--- config.mk ---
export PLATFORM = sky130hd
export DESIGN_NAME = data_mem_lsu
export DESIGN_NICKNAME = d
export VERILOG_FILES = /design/src/rtl/data_mem_lsu.sv
export SDC_FILE = /design/constraint.sdc
export NUM_CORES = 1
export LEC_CHECK = 0
export ABC_AREA = 0
export CORE_UTILIZATION = 45
export DETAILED_ROUTE_END_ITERATION = 8
export HOLD_SLACK_MARGIN = 0.05
export PLACE_DENSITY = 0.83
export REMOVE_ABC_BUFFERS = 1
export SKIP_CTS_REPAIR_TIMING = 1
export SLEW_MARGIN = 40
export SYNTH_ARGS = -nofsm -noshare
export SYNTH_HDL_FRONTEND = slang
export SYNTH_SLANG_ARGS = --single-unit
--- constraint.sdc ---
create_clock -name clk_in -period 2.6 [get_ports clk_in]
set_input_delay 0.39 -clock clk_in [delete_from_list [all_inputs] [get_ports clk_in]]
set_output_delay 0.39 -clock clk_in [all_outputs]
set_load 0.03 [all_outputs]
--- src/rtl/data_mem_lsu.sv ---
// data_mem_lsu: single-outstanding load/store unit with req/ack data bus, pipeline stall,
// load alignment/extension, register-file write-back strobe, misalign and timeout flags.
module data_mem_lsu #(
    parameter int TIMEOUT = 256
) (
    input  logic        clk_in,
    input  logic        rst_in,
    input  logic        mem_rd_req_in,
    input  logic        mem_wr_req_in,
    input  logic [31:0] addr_in,
    input  logic [31:0] store_data_in,
    input  logic [1:0]  size_in,
    input  logic        load_unsigned_in,
    input  logic [4:0]  rd_addr_in,
    input  logic        rf_wr_en_in,
    output logic        dmem_req_out,
    output logic        dmem_we_out,
    output logic [31:0] dmem_addr_out,
    output logic [31:0] dmem_wdata_out,
    output logic [3:0]  dmem_wmask_out,
    input  logic        dmem_ack_in,
    input  logic [31:0] dmem_rdata_in,
    output logic        stall_out,
    output logic [31:0] load_data_out,
    output logic        wb_en_out,
    output logic [4:0]  wb_rd_out,
    output logic        misaligned_out,
    output logic        bus_err_out
);
    typedef enum logic {IDLE, BUSY} state_t;
    state_t      state, state_nx;
    logic [31:0] addr_q, wdata_q, wdata_fmt, ld_fmt;
    logic [3:0]  wmask_q, wmask_fmt;
    logic [1:0]  size_q;
    logic [4:0]  rd_q;
    logic [15:0] cnt;
    logic [15:0] lh;
    logic [7:0]  lb;
    logic        uns_q, we_q, rfwe_q, req, mis, mis_req, accept, busy, tmo;

    always_comb begin
        req       = mem_rd_req_in | mem_wr_req_in;
        mis       = (size_in == 2'b01 & addr_in[0]) | (size_in[1] & |addr_in[1:0]);
        mis_req   = state == IDLE && req && mis;
        accept    = state == IDLE && req && !mis;
        busy      = state == BUSY;
        tmo       = busy && !dmem_ack_in && cnt == 16'(TIMEOUT - 1);
        wdata_fmt = size_in == 2'b00 ? {4{store_data_in[7:0]}} :
                    size_in == 2'b01 ? {2{store_data_in[15:0]}} : store_data_in;
        wmask_fmt = size_in == 2'b00 ? 4'b0001 << addr_in[1:0] :
                    size_in == 2'b01 ? 4'b0011 << addr_in[1:0] : 4'b1111;
        lb        = dmem_rdata_in[{addr_q[1:0], 3'b000} +: 8];
        lh        = addr_q[1] ? dmem_rdata_in[31:16] : dmem_rdata_in[15:0];
        ld_fmt    = size_q == 2'b00 ? {{24{~uns_q & lb[7]}}, lb} :
                    size_q == 2'b01 ? {{16{~uns_q & lh[15]}}, lh} : dmem_rdata_in;
    end

    always_comb begin
        state_nx = state == IDLE ? (accept ? BUSY : IDLE) : (dmem_ack_in || tmo ? IDLE : BUSY);
    end

    always_comb begin
        dmem_req_out   = busy;
        dmem_we_out    = busy & we_q;
        dmem_addr_out  = busy ? {addr_q[31:2], 2'b00} : '0;
        dmem_wdata_out = busy ? wdata_q : '0;
        dmem_wmask_out = busy ? wmask_q : '0;
        stall_out      = accept | (busy & ~dmem_ack_in & ~tmo);
    end

    always_ff @(posedge clk_in) begin
        if (rst_in) begin
            state          <= IDLE;
            cnt            <= '0;
            addr_q         <= '0;
            wdata_q        <= '0;
            wmask_q        <= '0;
            size_q         <= '0;
            rd_q           <= '0;
            uns_q          <= 1'b0;
            we_q           <= 1'b0;
            rfwe_q         <= 1'b0;
            load_data_out  <= '0;
            wb_en_out      <= 1'b0;
            wb_rd_out      <= '0;
            misaligned_out <= 1'b0;
            bus_err_out    <= 1'b0;
        end else begin
            state          <= state_nx;
            wb_en_out      <= 1'b0;
            misaligned_out <= mis_req;
            bus_err_out    <= tmo;
            if (accept) begin
                addr_q  <= addr_in;
                size_q  <= size_in;
                uns_q   <= load_unsigned_in;
                rd_q    <= rd_addr_in;
                rfwe_q  <= rf_wr_en_in;
                we_q    <= mem_wr_req_in;
                wdata_q <= wdata_fmt;
                wmask_q <= mem_wr_req_in ? wmask_fmt : 4'b0000;
                cnt     <= '0;
            end else if (busy && !dmem_ack_in) begin
                cnt <= cnt + 16'd1;
            end
            // Stores leave the previous load result untouched
            if (busy && dmem_ack_in && !we_q) begin
                load_data_out <= ld_fmt;
                wb_en_out     <= rfwe_q & |rd_q;
                wb_rd_out     <= rd_q;
            end
        end
    end
endmodule
==> run summary <==
switching share of power = 25.7%
WL final = 17900 µm
Net Switching = 1.50 mW
Startpoint Class = register
Clock power frac = 43.9%
DRC = 0
CP max-delay cell = or4_4
CTS root buffer = clkbuf_16
Fin. Hold Viols = 0
die width = 119 µm
clk buf depth = 2
Syn. warnings = 0
maximum VDD drop = 0.436 mV
largest net degree at the start of global routing = 42
synth top area cells = dfxtp_1 44%, and2_1 6.8%, nand2_1 6.7%
critical path data arrival time = 2200 ps
max-slew violations = 0
minimum clock period = 2590 ps
most frequent cell after synthesis = dfxtp_1
WS Path Type = register to output pin
initial antenna violation count = 0
Setup WS pre-CTS = -13.9 ps
DR vias/cell = 5.47
DR iter-0 viols = 505
Critical Path, Cell by Cell = or4_1 -> or4_4 -> a21o_1 -> buf_4
Worst Path Required = 2210 ps
Yosys top cell by area = dfxtp_1
Inserted Diodes = 0
# rows = 42
crit end category = output pin
Primary FF master, synth = dfxtp_1
max_slew headroom = 55.6%
Seq cells post-synth = 135
CTS tree = done
Cells after Synth = 719
PD cells = 632 nW/µm²
WL/cell = 16.1 µm
Worst Slack Setup Final = 7.49 ps
Async SR Flop Fraction = 0%
syn avg cell area = 8.55 µm²
area grow syn2layout = 49.5%
Hold Path Class = input port to register
Post-synth top cells = 135 x dfxtp_1, 110 x nand2_1, 67 x and2_1
Post-layout nets = 1039
Crit path max-delay family = simple AND/OR/NAND/NOR gates
Logic pwr share = 16.7%
H-Tree Level Count = 4
worst clock skew = 7.68 ps
Die Ht = 119 µm
Max Fclk = 386 MHz
Post-Syn Area = 6150 µm²
worst skew pair latency = 420 ps
die area = 14100 µm²
clk sinks = 135
CTS Buf Count = 17
outcome = complete, no violations
Post-synth EDFFs = 0
share of post-route cells with drive strength above 1 = 8.32%
Total GRT Usage = 25.8%
P_leak = 3.46 nW
global route overflow = 0
worst-path fanout max = 7
Core Region = 13300 µm²
DP Wirelength = 12500 µm
Final Cycle Share = 99.7%
Power Internal = 4.31 mW
unrepaired setup endpoints after global routing = true
actual slew at the worst max-slew pin = 665 ps
register share of total power = 39.3%
routability cong. = 0.783
clk slew on worst S/H paths = 60 ps
vias in the first global route = 5847
Starting Density = 46.3%
first-pass GRT wire length = 29100 µm
sequential share of the synthesized area = 43.9%
final core utilization = 69.2%
IO Port Bufs = 218
# Max-Cap Violations = 0
final setup vio count = 0
Unique masters post-synth = 49
Total Power = 5.81 mW
crit-path max cell delay = 550 ps
worst path buffer plus inverter count = 1
Detail Route Antenna Nets = 0
via count of the routed design = 6093
Pre-antenna DRT Iters = 5
I/O pins = 221
post-synth top area share = 43.9%
[worst paths after layout]
kind / to / from / slack (ps) / depth (start not counted)
min: wdata_q[17] / rst_in / 320 / 2
min reg2reg: wdata_q[5] / wdata_q[5] / 450 / 2
max: stall_out / cnt[8] / 7 / 4
max reg2reg: cnt[15] / dmem_req_out / 610 / 4
[cell type report]
cell class	count	area, µm²
fillers	1066	4100
multi-input cells	513	3200
well taps	176	220
clock inverters	13	176
clock buffers	19	453
inverters	14	52.6
repair buffers	243	2390
flip-flops and latches	135	2710
[placed cells by master (no fill, tap or decap), types with 5 or more instances in the layout]
| master | instances |
|---|---|
| buf_4 | 24 |
| and2_1 | 67 |
| nor3_1 | 13 |
| clkinv_2 | 5 |
| a22o_1 | 43 |
| nor2b_1 | 5 |
| a22oi_1 | 7 |
| nor2_1 | 37 |
| dfxtp_1 | 132 |
| o22ai_1 | 8 |
| clkbuf_16 | 17 |
| a221o_1 | 7 |
| ha_1 | 5 |
| nand2_1 | 110 |
| inv_1 | 13 |
| a21oi_1 | 57 |
| a211oi_1 | 9 |
| a311oi_1 | 8 |
| mux4_2 | 7 |
| mux2i_1 | 16 |
| xnor2_1 | 9 |
| o21ai_0 | 54 |
| clkdlybuf4s50_1 | 216 |
[layer usage]
layer | track usage [%] | part of all wire [%] | wire, µm | up-vias
met5 | 0 | 0 | 0 | -
met1 | 30.1 | 41 | 7300 | 2862
met2 | 43.4 | 49 | 8830 | 256
li1 | - | - | - | 2941
met3 | 8.67 | 8.4 | 1510 | 34
met4 | 10.6 | 1.6 | 285 | 0
[per-stage QoR]
stage	instances	hold slack (ps)	area [µm²]	setup TNS, ps
finish	1113	316	9190	0
CTS	1113	302	9180	-66.3
floorplan	662	417	5910	-89690
global placement	1081	431	8550	0
global route	1113	338	9190	-42.3
detailed placement	1081	442	8550	-23.4
[cell families (layout without fill, tap and decap cells)]
kind of cell / count (synthesis) / in the layout / synth area share (%)
xor+xnor: 12 / 12 / 1.71
other cells: 1 / 2 / 0.0610
flops: 135 / 135 / 43.9
compound gates: 205 / 205 / 21.8
simple gates: 266 / 266 / 21.5
fa+ha+maj: 5 / 5 / 1.02
mux: 23 / 23 / 5.17
buf+inv: 72 / 289 / 4.76
[registers in the layout, indices dropped and copies added (netlist names)]
name / count
wdata_q: 32
wb_en_out: 1
cnt: 16
uns_q: 1
dmem_req_out: 1
rd_q: 5
wmask_q: 4
load_data_out: 32
size_q: 2
misaligned_out: 1
we_q: 1
bus_err_out: 1
rfwe_q: 1
addr_q: 32
wb_rd_out: 5
[power groups by stage]
stage	Sequential, mW	Combinational [mW]	Clock [mW]
4_1_cts	2.28	0.973	2.59
5_1_grt	2.30	1.05	2.68
2_1_floorplan	2.38	0.404	0
3_3_place_gp	2.32	0.949	0
6_report	2.28	0.972	2.55
3_5_place_dp	2.32	0.967	0
Note: power is estimated with default switching activity, not from simulation.
